`src/rtl/led_switch_pio.sv`:
```
`default_nettype none
// ============================================================================
// Module   : led_switch_pio
// Brief    : Avalon-MM LED/switch PIO: debounced switches with edge capture,
//            masked level IRQ, optional LED blink engine (LED_SWITCH_PIO_BLINK_EN).
// Revision : 1.0
// ============================================================================
module led_switch_pio #(
    parameter int LED_W      = 8,
    parameter int SW_W       = 4,
    parameter int DEB_CYCLES = 50000
) (
    input  logic             clk_clk,
    input  logic             reset_reset_n,
    input  logic [2:0]       avs_address,
    input  logic             avs_read,
    input  logic             avs_write,
    input  logic [31:0]      avs_writedata,
    output logic [31:0]      avs_readdata,
    output logic             avs_readdatavalid,
    output logic             irq,
    output logic [LED_W-1:0] led_array_io_export,
    input  logic [SW_W-1:0]  switch_array_io_export
);

    localparam int                 c_cnt_w      = $clog2(DEB_CYCLES);
    localparam logic [c_cnt_w-1:0] c_deb_max    = c_cnt_w'(DEB_CYCLES - 1);
    localparam logic [2:0]         c_addr_led   = 3'd0;
    localparam logic [2:0]         c_addr_state = 3'd3;
    localparam logic [2:0]         c_addr_edge  = 3'd4;
    localparam logic [2:0]         c_addr_mask  = 3'd5;

    logic [LED_W-1:0] r_led_data;
    logic [LED_W-1:0] r_led;
    logic [SW_W-1:0]  r_sync1;
    logic [SW_W-1:0]  r_sync2;
    logic [SW_W-1:0]  r_sw_state;
    logic [SW_W-1:0]  r_sw_edge;
    logic [SW_W-1:0]  r_irq_mask;
    logic             r_irq;
    logic [31:0]      r_readdata;
    logic             r_rdv;

    logic [SW_W-1:0]  w_fire;
    logic [SW_W-1:0]  w_edge_clr;
    logic [LED_W-1:0] w_led_next;
    logic [31:0]      w_rd_mux;
    logic             w_wr_led;
    logic             w_wr_edge;
    logic             w_wr_mask;
    logic             w_unused;

    assign w_wr_led   = avs_write && (avs_address == c_addr_led);
    assign w_wr_edge  = avs_write && (avs_address == c_addr_edge);
    assign w_wr_mask  = avs_write && (avs_address == c_addr_mask);
    assign w_edge_clr = w_wr_edge ? avs_writedata[SW_W-1:0] : '0;
    assign w_unused   = ^avs_writedata;

    // Per-bit debounce: a bit must disagree with SW_STATE for DEB_CYCLES cycles.
    for (genvar gi = 0; gi < SW_W; gi++) begin : g_deb
        logic [c_cnt_w-1:0] r_cnt;
        logic               w_diff;

        assign w_diff     = r_sync2[gi] ^ r_sw_state[gi];
        assign w_fire[gi] = w_diff && (r_cnt == c_deb_max);

        always_ff @(posedge clk_clk) begin
            if (!reset_reset_n || !w_diff || w_fire[gi]) begin
                r_cnt <= '0;
            end else begin
                r_cnt <= r_cnt + 1'b1;
            end
        end
    end

`ifdef LED_SWITCH_PIO_BLINK_EN
    localparam logic [2:0] c_addr_blink = 3'd1;
    localparam logic [2:0] c_addr_div   = 3'd2;

    logic [LED_W-1:0] r_led_blink;
    logic [23:0]      r_blink_div;
    logic [23:0]      r_blink_cnt;
    logic             r_phase;
    logic             w_wr_blink;
    logic             w_wr_div;

    assign w_wr_blink = avs_write && (avs_address == c_addr_blink);
    assign w_wr_div   = avs_write && (avs_address == c_addr_div);

    always_ff @(posedge clk_clk) begin
        if (!reset_reset_n) begin
            r_led_blink <= '0;
            r_blink_div <= '0;
            r_blink_cnt <= '0;
            r_phase     <= 1'b0;
        end else begin
            if (w_wr_blink) begin
                r_led_blink <= avs_writedata[LED_W-1:0];
            end
            // A divider write restarts the blink period from phase 0.
            if (w_wr_div) begin
                r_blink_div <= avs_writedata[23:0];
                r_blink_cnt <= '0;
                r_phase     <= 1'b0;
            end else if (r_blink_div == '0) begin
                r_blink_cnt <= '0;
                r_phase     <= 1'b0;
            end else if (r_blink_cnt == r_blink_div - 24'd1) begin
                r_blink_cnt <= '0;
                r_phase     <= ~r_phase;
            end else begin
                r_blink_cnt <= r_blink_cnt + 24'd1;
            end
        end
    end

    assign w_led_next = r_led_data & ~(r_led_blink & {LED_W{r_phase}});
`else
    assign w_led_next = r_led_data;
`endif

    always_comb begin
        w_rd_mux = '0;
        case (avs_address)
            c_addr_led:   w_rd_mux[LED_W-1:0] = r_led_data;
`ifdef LED_SWITCH_PIO_BLINK_EN
            c_addr_blink: w_rd_mux[LED_W-1:0] = r_led_blink;
            c_addr_div:   w_rd_mux[23:0]      = r_blink_div;
`endif
            c_addr_state: w_rd_mux[SW_W-1:0]  = r_sw_state;
            c_addr_edge:  w_rd_mux[SW_W-1:0]  = r_sw_edge;
            c_addr_mask:  w_rd_mux[SW_W-1:0]  = r_irq_mask;
            default:      w_rd_mux            = '0;
        endcase
    end

    always_ff @(posedge clk_clk) begin
        if (!reset_reset_n) begin
            r_led_data <= '0;
            r_led      <= '0;
            r_sync1    <= '0;
            r_sync2    <= '0;
            r_sw_state <= '0;
            r_sw_edge  <= '0;
            r_irq_mask <= '0;
            r_irq      <= 1'b0;
            r_readdata <= '0;
            r_rdv      <= 1'b0;
        end else begin
            r_sync1    <= switch_array_io_export;
            r_sync2    <= r_sync1;
            if (w_wr_led) begin
                r_led_data <= avs_writedata[LED_W-1:0];
            end
            if (w_wr_mask) begin
                r_irq_mask <= avs_writedata[SW_W-1:0];
            end
            r_sw_state <= r_sw_state ^ w_fire;
            // A new edge wins over a simultaneous write-1-to-clear.
            r_sw_edge  <= (r_sw_edge & ~w_edge_clr) | w_fire;
            r_irq      <= |(r_sw_edge & r_irq_mask);
            r_led      <= w_led_next;
            r_rdv      <= avs_read;
            r_readdata <= avs_read ? w_rd_mux : '0;
        end
    end

    assign avs_readdata        = r_readdata;
    assign avs_readdatavalid   = r_rdv;
    assign irq                 = r_irq;
    assign led_array_io_export = r_led;

endmodule
`default_nettype wire

```
`config.mk`:
```
export PLATFORM = sky130hd
export DESIGN_NAME = led_switch_pio
export DESIGN_NICKNAME = d
export VERILOG_FILES = /design/src/rtl/led_switch_pio.sv
export SDC_FILE = /design/constraint.sdc
export NUM_CORES = 1
export LEC_CHECK = 0
export CAP_MARGIN = 20
export CORE_MARGIN = 10
export CORE_UTILIZATION = 40
export CTS_BUF_LIST = sky130_fd_sc_hd__clkbuf_2 sky130_fd_sc_hd__clkbuf_4 sky130_fd_sc_hd__clkbuf_8
export DETAILED_ROUTE_END_ITERATION = 12
export SYNTH_ARGS = -nofsm -noshare
export SYNTH_HDL_FRONTEND = slang
export SYNTH_SLANG_ARGS = --single-unit
```
`constraint.sdc`:
```
create_clock -name clk_clk -period 2.1 [get_ports clk_clk]
set_input_delay 0.315 -clock clk_clk [delete_from_list [all_inputs] [get_ports clk_clk]]
set_output_delay 0.315 -clock clk_clk [all_outputs]
set_load 0.01 [all_outputs]
```
==> summary by stage, run 1 <==
Status
The run finished with clean final reports.

Power and ir drop
Combinational logic is responsible for under 10% of the overall power. The internal power summed over all cells is 2890 uW. The overall power after layout is about 3700 uW.

The leakage component of the power is 0.00173 uW. The total power divided by cell area is ~700 nW/um^2. The maximum vdd drop is between 400 and 500 uV. The relative contribution of sequential cells to total power is 57.3%. In this run, the clock network consumes 38.5% of the power. In this run the power spent charging and discharging nets is 795 uW. Net switching is 21.6% of the power.

Timing
Setup repair after global routing left no endpoint under its margin. The setup total negative slack is 0 ps. Static timing analysis puts the maximum clock frequency at ~540 MHz.

The number of hold-slack violations in the final timing report is 0. Dividing the final minimum period by the clock period gives 88.4%. The minimum setup slack in the final design is 243 ps. The final number of setup-violating endpoints is 0. The worst pin sits at a relative slew slack of 61.5%. The largest clock skew in the final design is 8.11 ps. At the pin with the least slew margin, the transition time is ~580 ps.

The final count of pins violating max slew came to 0. The final critical-path required period is 1860 ps.

Clock tree
CTS saw 110 sinks. The number of cells upsized or downsized after cts is 0. The buffers inserted during post-CTS setup optimization is 0. The number of hold buffers added after CTS was 0. The number of H-tree branching levels is 3. The clock latency on the worst-skew pair is around 370 ps.

The CTS clock-pin slew for the worst setup and hold paths is ~100 ps. The clock tree from TritonCTS is built. The number of buffers created by CTS is 9. The maximum buffer depth of the clock tree is 2. CTS placed an instance of sky130_fd_sc_hd__clkbuf_8 at the clock tree root.

Min path
The class of the tightest hold or removal check is reg2reg. In this run the most critical hold path is launched from r_sync1[1]$_SDFF_PN0_.

GRT
The overall routing resource usage is 11.0%. The total overflow reported by the global router is 0. The number of antenna violations at the first check in global routing is 0.

The largest net degree at the start of global routing is 18. The first global-routing pass estimated 14.9 mm of wire. The number of global-route vias before repair is 3223.

Placement
The port buffer count is 36. The final weighted congestion in routability-driven placement is 0.803. In this run the cell area measured after placement is 5090 um^2. OpenSTA, run right after detailed placement, puts the worst setup slack at 196 ps. Once detailed placement completed, the half-perimeter wirelength came to 6.66 mm.

Floorplan
The count of standard-cell rows is 39. The overall die height is 128 um. For this configuration, the core starts out at a cell density of 40.8%.

The floorplan step defined a core boundary enclosing approximately 11000 um^2. 85 I/O pins were placed. The die covers between 15000 and 20000 um^2. The die boundary width is 128 um.

Detailed routing
The via density per instance is 4.88. In the routed design, unresolved DRC markers number 0. The number of routed nets with antenna violations is 0.

For this block, the via count after detailed routing is about 3400. The first-iteration detailed-routing DRC count is 212. The total iterations of the first detailed-routing run is 4. The final wirelength is between 8 and 9 mm. The average wire per cell in the routed design is 12.7 um.

Yosys
The netlist uses 43 different library cells. A synthesized cell averages 9.04 um^2. The combined area of all synthesized cells is 4650 um^2. Of the post-synthesis cell area, the dominant cell type holds a little under half. sky130_fd_sc_hd__dfxtp_1 takes more of the synthesized area than any other cell. Yosys mapped a number of flops with a built-in enable equal to 0. Sorting the synthesized cells by area gives the leading types as sky130_fd_sc_hd__dfxtp_1, sky130_fd_sc_hd__xnor2_1, sky130_fd_sc_hd__nor2_1.

Counting flops with an async set or reset pin after synthesis yields a share of 0%. For this run, the register share of the synthesized area comes to 47.3%. The synthesized instance count is approximately 520. The most instantiated flip-flop cell in the synthesis netlist is sky130_fd_sc_hd__dfxtp_1.

In this run, synthesis produced a sequential element count of 110. The number of warnings issued by yosys is 0.

Critical path
In this design, the stage delay of the slowest critical-path cell is 570 ps. Along the worst path, the maximum fanout reaches 15. Walking the worst path, the cells encountered are or4b_1, or4_4, nand3_4, nor2_1.

The endpoint arrival time on the critical path is 2130 ps. The worst setup path is launched from a flop. Counting both buffers and inverters, the worst setup path holds a total of 0. The worst-path cell with the longest stage delay is sky130_fd_sc_hd__or4_4. The path type of the worst setup path is reg2reg.

The nature of the critical path endpoint is a flop. The required time reported for the critical path endpoint is between 2000 and 2500 ps. The worst register-to-register path begins at g_deb[3].r_cnt[11]$_SDFF_PP0_. Broken down by cell family, the worst path's largest delay share belongs to simple AND/OR/NAND/NOR gates.

The most critical setup path has its startpoint at g_deb[3].r_cnt[11]$_SDFF_PP0_.

Final layout
The number of antenna diodes in the final layout is 0. The library cells used most frequently in the layout, excluding fill and tap cells, are sky130_fd_sc_hd__dfxtp_1, sky130_fd_sc_hd__nor2_1, sky130_fd_sc_hd__xnor2_1. Compared with the post-synthesis result, the final layout area differs by 14.3%. At the end of the flow, the number of nets in the layout was between 600 and 700. The fraction of layout cells with a size suffix above 1 is 6.23%.

The commonest non-fill, non-tap cell in the layout is sky130_fd_sc_hd__dfxtp_1. The finished cells cover 5320 um^2. Cells fill between 40% and 50% of the core in the end.

Job
Max-cap violations in this run came to 0.
-- cells in the mapped netlist (5+ instances only) --
cell type / n
sky130_fd_sc_hd__mux2i_1: 11
sky130_fd_sc_hd__nand4_1: 15
sky130_fd_sc_hd__a22oi_1: 6
sky130_fd_sc_hd__and2_1: 19
sky130_fd_sc_hd__clkbuf_1: 10
sky130_fd_sc_hd__dfxtp_1: 110
sky130_fd_sc_hd__and3_1: 5
sky130_fd_sc_hd__buf_4: 25
sky130_fd_sc_hd__nand3_1: 25
sky130_fd_sc_hd__inv_1: 15
sky130_fd_sc_hd__nor2_1: 89
sky130_fd_sc_hd__nor3_1: 12
sky130_fd_sc_hd__xor2_1: 8
sky130_fd_sc_hd__a21oi_1: 11
sky130_fd_sc_hd__nand2_1: 41
sky130_fd_sc_hd__nor4_1: 20
sky130_fd_sc_hd__xnor2_1: 51
-- flip-flops by register name (all words and copies together) (netlist names), named ones only --
register             count
r_led_data               8
r_sync1                  4
r_sw_edge                4
led_array_io_export      8
r_irq_mask               4
avs_readdata             8
g_deb.r_cnt             64
irq                      1
avs_readdatavalid        1
r_sync2                  4
-- per-stage QoR --
stage / hold WS [ps] / instances
3_5_place_dp: 422 / 689
4_1_cts: 435 / 705
2_1_floorplan: 412 / 538
6_report: 431 / 705
5_1_grt: 455 / 705
3_3_place_gp: 414 / 689
-- logic make-up (layout without fill, tap and decap cells) --
family	after synthesis	count (layout)	share of synthesized area, %
AND/OR/NAND/NOR	248	248	26.9
flip-flops	110	110	47.3
XOR/XNOR	59	59	11.1
buffers and inverters	53	77	6.77
AO/OA/AOI/OAI	28	28	4.17
multiplexers	12	12	2.61
adder cells (fa/ha/maj)	4	4	1.08
other	1	24	0.0806
-- worst paths after layout --
kind / depth (start not counted) / slack [ps] / to
max reg2reg: 4 / 240 / g_deb[3].r_cnt[10]$_SDFF_PP0_
min: 1 / 430 / r_sync2[1]$_SDFF_PN0_
min reg2reg: 1 / 430 / r_sync2[1]$_SDFF_PN0_
max: 4 / 240 / g_deb[3].r_cnt[10]$_SDFF_PP0_
-- metal layers --
| layer | global-route usage, % | up-vias | routed length [um] |
|---|---|---|---|
| li1 | - | 1778 | - |
| met1 | 14.3 | 1585 | 4480 |
| met2 | 16.4 | 65 | 3890 |
| met3 | 2.94 | 10 | 455 |
| met4 | 5.17 | 0 | 153 |
| met5 | 0 | - | 0 |
-- worst register-to-register path, delay by kind of cell, from the launching register on --
kind / cells / cell delay [ps]
flops: 1 / 370
simple gates: 4 / 1380
-- power groups by stage --
| stage | registers [uW] | clock network, uW | logic [uW] |
|---|---|---|---|
| 3_5_place_dp | 2160 | 0 | 150 |
| 2_1_floorplan | 2160 | 0 | 118 |
| 5_1_grt | 2110 | 1530 | 168 |
| 6_report | 2110 | 1420 | 152 |
| 3_3_place_gp | 2160 | 0 | 149 |
| 4_1_cts | 2110 | 1460 | 151 |
-- cell type report --
class / count / area, um^2
well taps: 143 / 179
clock buffers: 11 / 145
multi-input cells: 375 / 2220
repair buffers: 45 / 428
inverters: 16 / 60.1
flip-flops and latches: 110 / 2200
clock inverters: 5 / 82.6
fillers: 1125 / 6100
No activity file was read; power rests on OpenSTA's default activity.
==> inputs of run 2 (changes only) <==
CAP_MARGIN = default   (was 20)
==> results of run 2 <==
Final layout, timing and power as in run 1 (identical DEF).
==> inputs of run 3 (changes only) <==
CORE_ASPECT_RATIO = 1.1   (was default)
MAX_ROUTING_LAYER = met4   (was default)
==> run 3 against run 2 <==
Effect of this change:
- sequential power about the same
- combinational power hardly changed
- first-iteration DRC count fell by 15%
- count of clock-buffer cells in the layout shrank 2
- fmax grew 0.67%
- critical path depth is the same
- setup slack better by 12 ps
- sequential share of layout area about the same
- power shrank 3.0%
- non-clock buffer count is 1 higher
- register-to-register slack about the same
- utilization down 0.14 points
==> summary by stage, run 3 (synthesis results as in run 1) <==
Placement
The port buffer count is 36. The placed wire-length estimate is 6.46 mm. The final weighted congestion in routability-driven placement is approximately 0.83. In this run, placement finished with an instance count of 697. The cell area after placement is around 5100 um^2.

Final layout
The register with the most flip-flops in the final layout is g_deb.r_cnt. In the layout the commonest cells are sky130_fd_sc_hd__dfxtp_1, sky130_fd_sc_hd__nor2_1, sky130_fd_sc_hd__xnor2_1. The fraction of the core area covered by cells at the end of the flow is between 40% and 50%. After the last flow step, the layout net total stands at about 610. The library cell used most frequently in the layout, excluding fill and tap cells, is sky130_fd_sc_hd__dfxtp_1. The repair_antennas step left the layout with diodes totalling 0. The finished layout holds 713 standard cells, fillers aside. The finished cells cover 5310 um^2. The flip-flop count of the largest register, all copies and words added is 64. Of the cells placed in the final design, the portion with a size suffix greater than 1 is under 10%. From synthesis to final layout, the design area changed by 14.2%.

GRT
The total overflow reported by the global router is 0. The overall routing resource usage is 11.4%. The first-pass GRT wire length is 15.0 mm. The number of global-route vias before repair is 3307. Entering global routing, the biggest net connects 20 pins. The number of antenna violations at the first check in global routing came to 0.

Timing
The number of hold-slack violations in the final timing report is 0. The final count of pins violating max slew is 0. Setup repair after global routing left no endpoint under its margin. The final critical-path required period is 1840 ps. Setup violations remaining at the end of the flow were counted as 0. Static timing analysis puts the maximum clock frequency at 542 MHz. The final critical path takes up 87.8% of the cycle.

Adding up every negative setup slack in the final design gives 0 ps. For the final database, setup skew stands at 9.77 ps.

Critical path
The nature of the critical path endpoint is a flop. The critical path is of the reg2reg type. The highest net fanout along the worst path is 15. The required time reported for the critical path endpoint is 2370 ps. The critical path startpoint category is a flop. Data on the critical path arrives at its endpoint at 2120 ps.

Clock tree
The H-tree generated during clock tree synthesis spans 3 levels. In this run, post-CTS repair resized a total of 0 instances. The number of buffers created by CTS is 9. Clock tree synthesis selected as its root buffer the cell sky130_fd_sc_hd__clkbuf_8. The clock net sink count is 110. The number of buffers inserted by hold repair at cts is 0.

Buffers added to address setup during post-CTS repair amount to 0. The CTS clock-pin slew for the worst setup and hold paths is 100 ps. The clock tree from TritonCTS is built. The maximum buffer depth of the clock tree is 2. At the later pin of the worst-skew pair, clock insertion delay measures about 380 ps.

Floorplan
Row generation in the floorplan step produced 41 rows. The die boundary width is 123 um. From bottom edge to top edge, the die measures 133 um. The top-level port count is 85. The area of the die is 16400 um^2. After floorplanning, the core was sized to cover 11400 um^2. Once the floorplan was initialized, standard cells occupied just over 40% of the core.

Detailed routing
In the routed layout, each cell is associated on average with a via count of around 4.7. The average wire per cell in the routed design is ~12 um. The final wirelength is 8.82 mm.

The routed via count is 3383. The total iterations of the first detailed-routing run is 4. For this run, design rule violations remaining after detail routing come to 0. The first-iteration detailed-routing DRC count is 180.

In this run the remaining antenna-violating nets after routing total 0.

Job
Across the run, the number of max-cap violations was 0.

Power and ir drop
The worst-case IR drop observed on VDD is 334 uV. The leakage component of the power is 0.00172 uW. For this design the ratio of total power to cell area is 672 nW/um^2. Total power for the finished layout comes to 3570 uW.

Status
The flow ran to the end, and the final reports show no timing, DRC or antenna violations.

Min path
The class of the tightest hold or removal check is reg2reg.
run 3: cell types whose count changed in the layout (fill, tap and decap cells not counted), sizes merged:
cell / change
clkbuf: -2
clkinv: -1
bufinv: -1
buf: +1
clkinvlp: +1
inv: +3
run 3: metrics by stage:
step	setup slack [ps]	hold slack, ps
2_1_floorplan	316	412
3_3_place_gp	264	417
3_5_place_dp	208	418
4_1_cts	241	442
5_1_grt	154	453
6_report	256	440
run 3: report_power, final:
group / internal [uW] / total, uW / switching (uW)
Clock: 568 / 1310 / 741
Sequential: 2100 / 2110 / 9.10
Combinational: 65.7 / 151 / 85.7
Total: 2740 / 3570 / 836
run 3: final cells by class:
class	count	area [um^2]
fillers	1119	6130
multi-input cells	375	2220
flip-flops and latches	110	2200
repair buffers	46	435
well taps	150	188
clock buffers	9	124
clock inverters	7	81.3
inverters	16	60.1
run 3: final timing paths:
path | from | end | slack, ps | cells past startpoint
hold reg to reg | r_sync1[3]$_SDFF_PN0_ | r_sync2[3]$_SDFF_PN0_ | 440 | 1
hold / removal | r_sync1[3]$_SDFF_PN0_ | r_sync2[3]$_SDFF_PN0_ | 440 | 1
setup / recovery | g_deb[0].r_cnt[7]$_SDFF_PP0_ | g_deb[0].r_cnt[3]$_SDFF_PP0_ | 260 | 4
setup reg to reg | g_deb[0].r_cnt[7]$_SDFF_PP0_ | g_deb[0].r_cnt[3]$_SDFF_PP0_ | 260 | 4
run 3: metal layers:
metal / share of wire [%] / wire length, um / global-route usage, %
met1: 48 / 4220 / 13.6
met2: 46 / 4010 / 17.9
met3: 4.7 / 411 / 2.45
met4: 2.0 / 172 / 5.11
met5: 0 / 0 / -
run 3: critical path, cell delays in order (launching register included):
cell and delay [ps]:
sky130_fd_sc_hd__dfxtp_1 370, sky130_fd_sc_hd__or4b_1 520, sky130_fd_sc_hd__or4_4 570, sky130_fd_sc_hd__nand3_4 200, sky130_fd_sc_hd__nor2_1 80
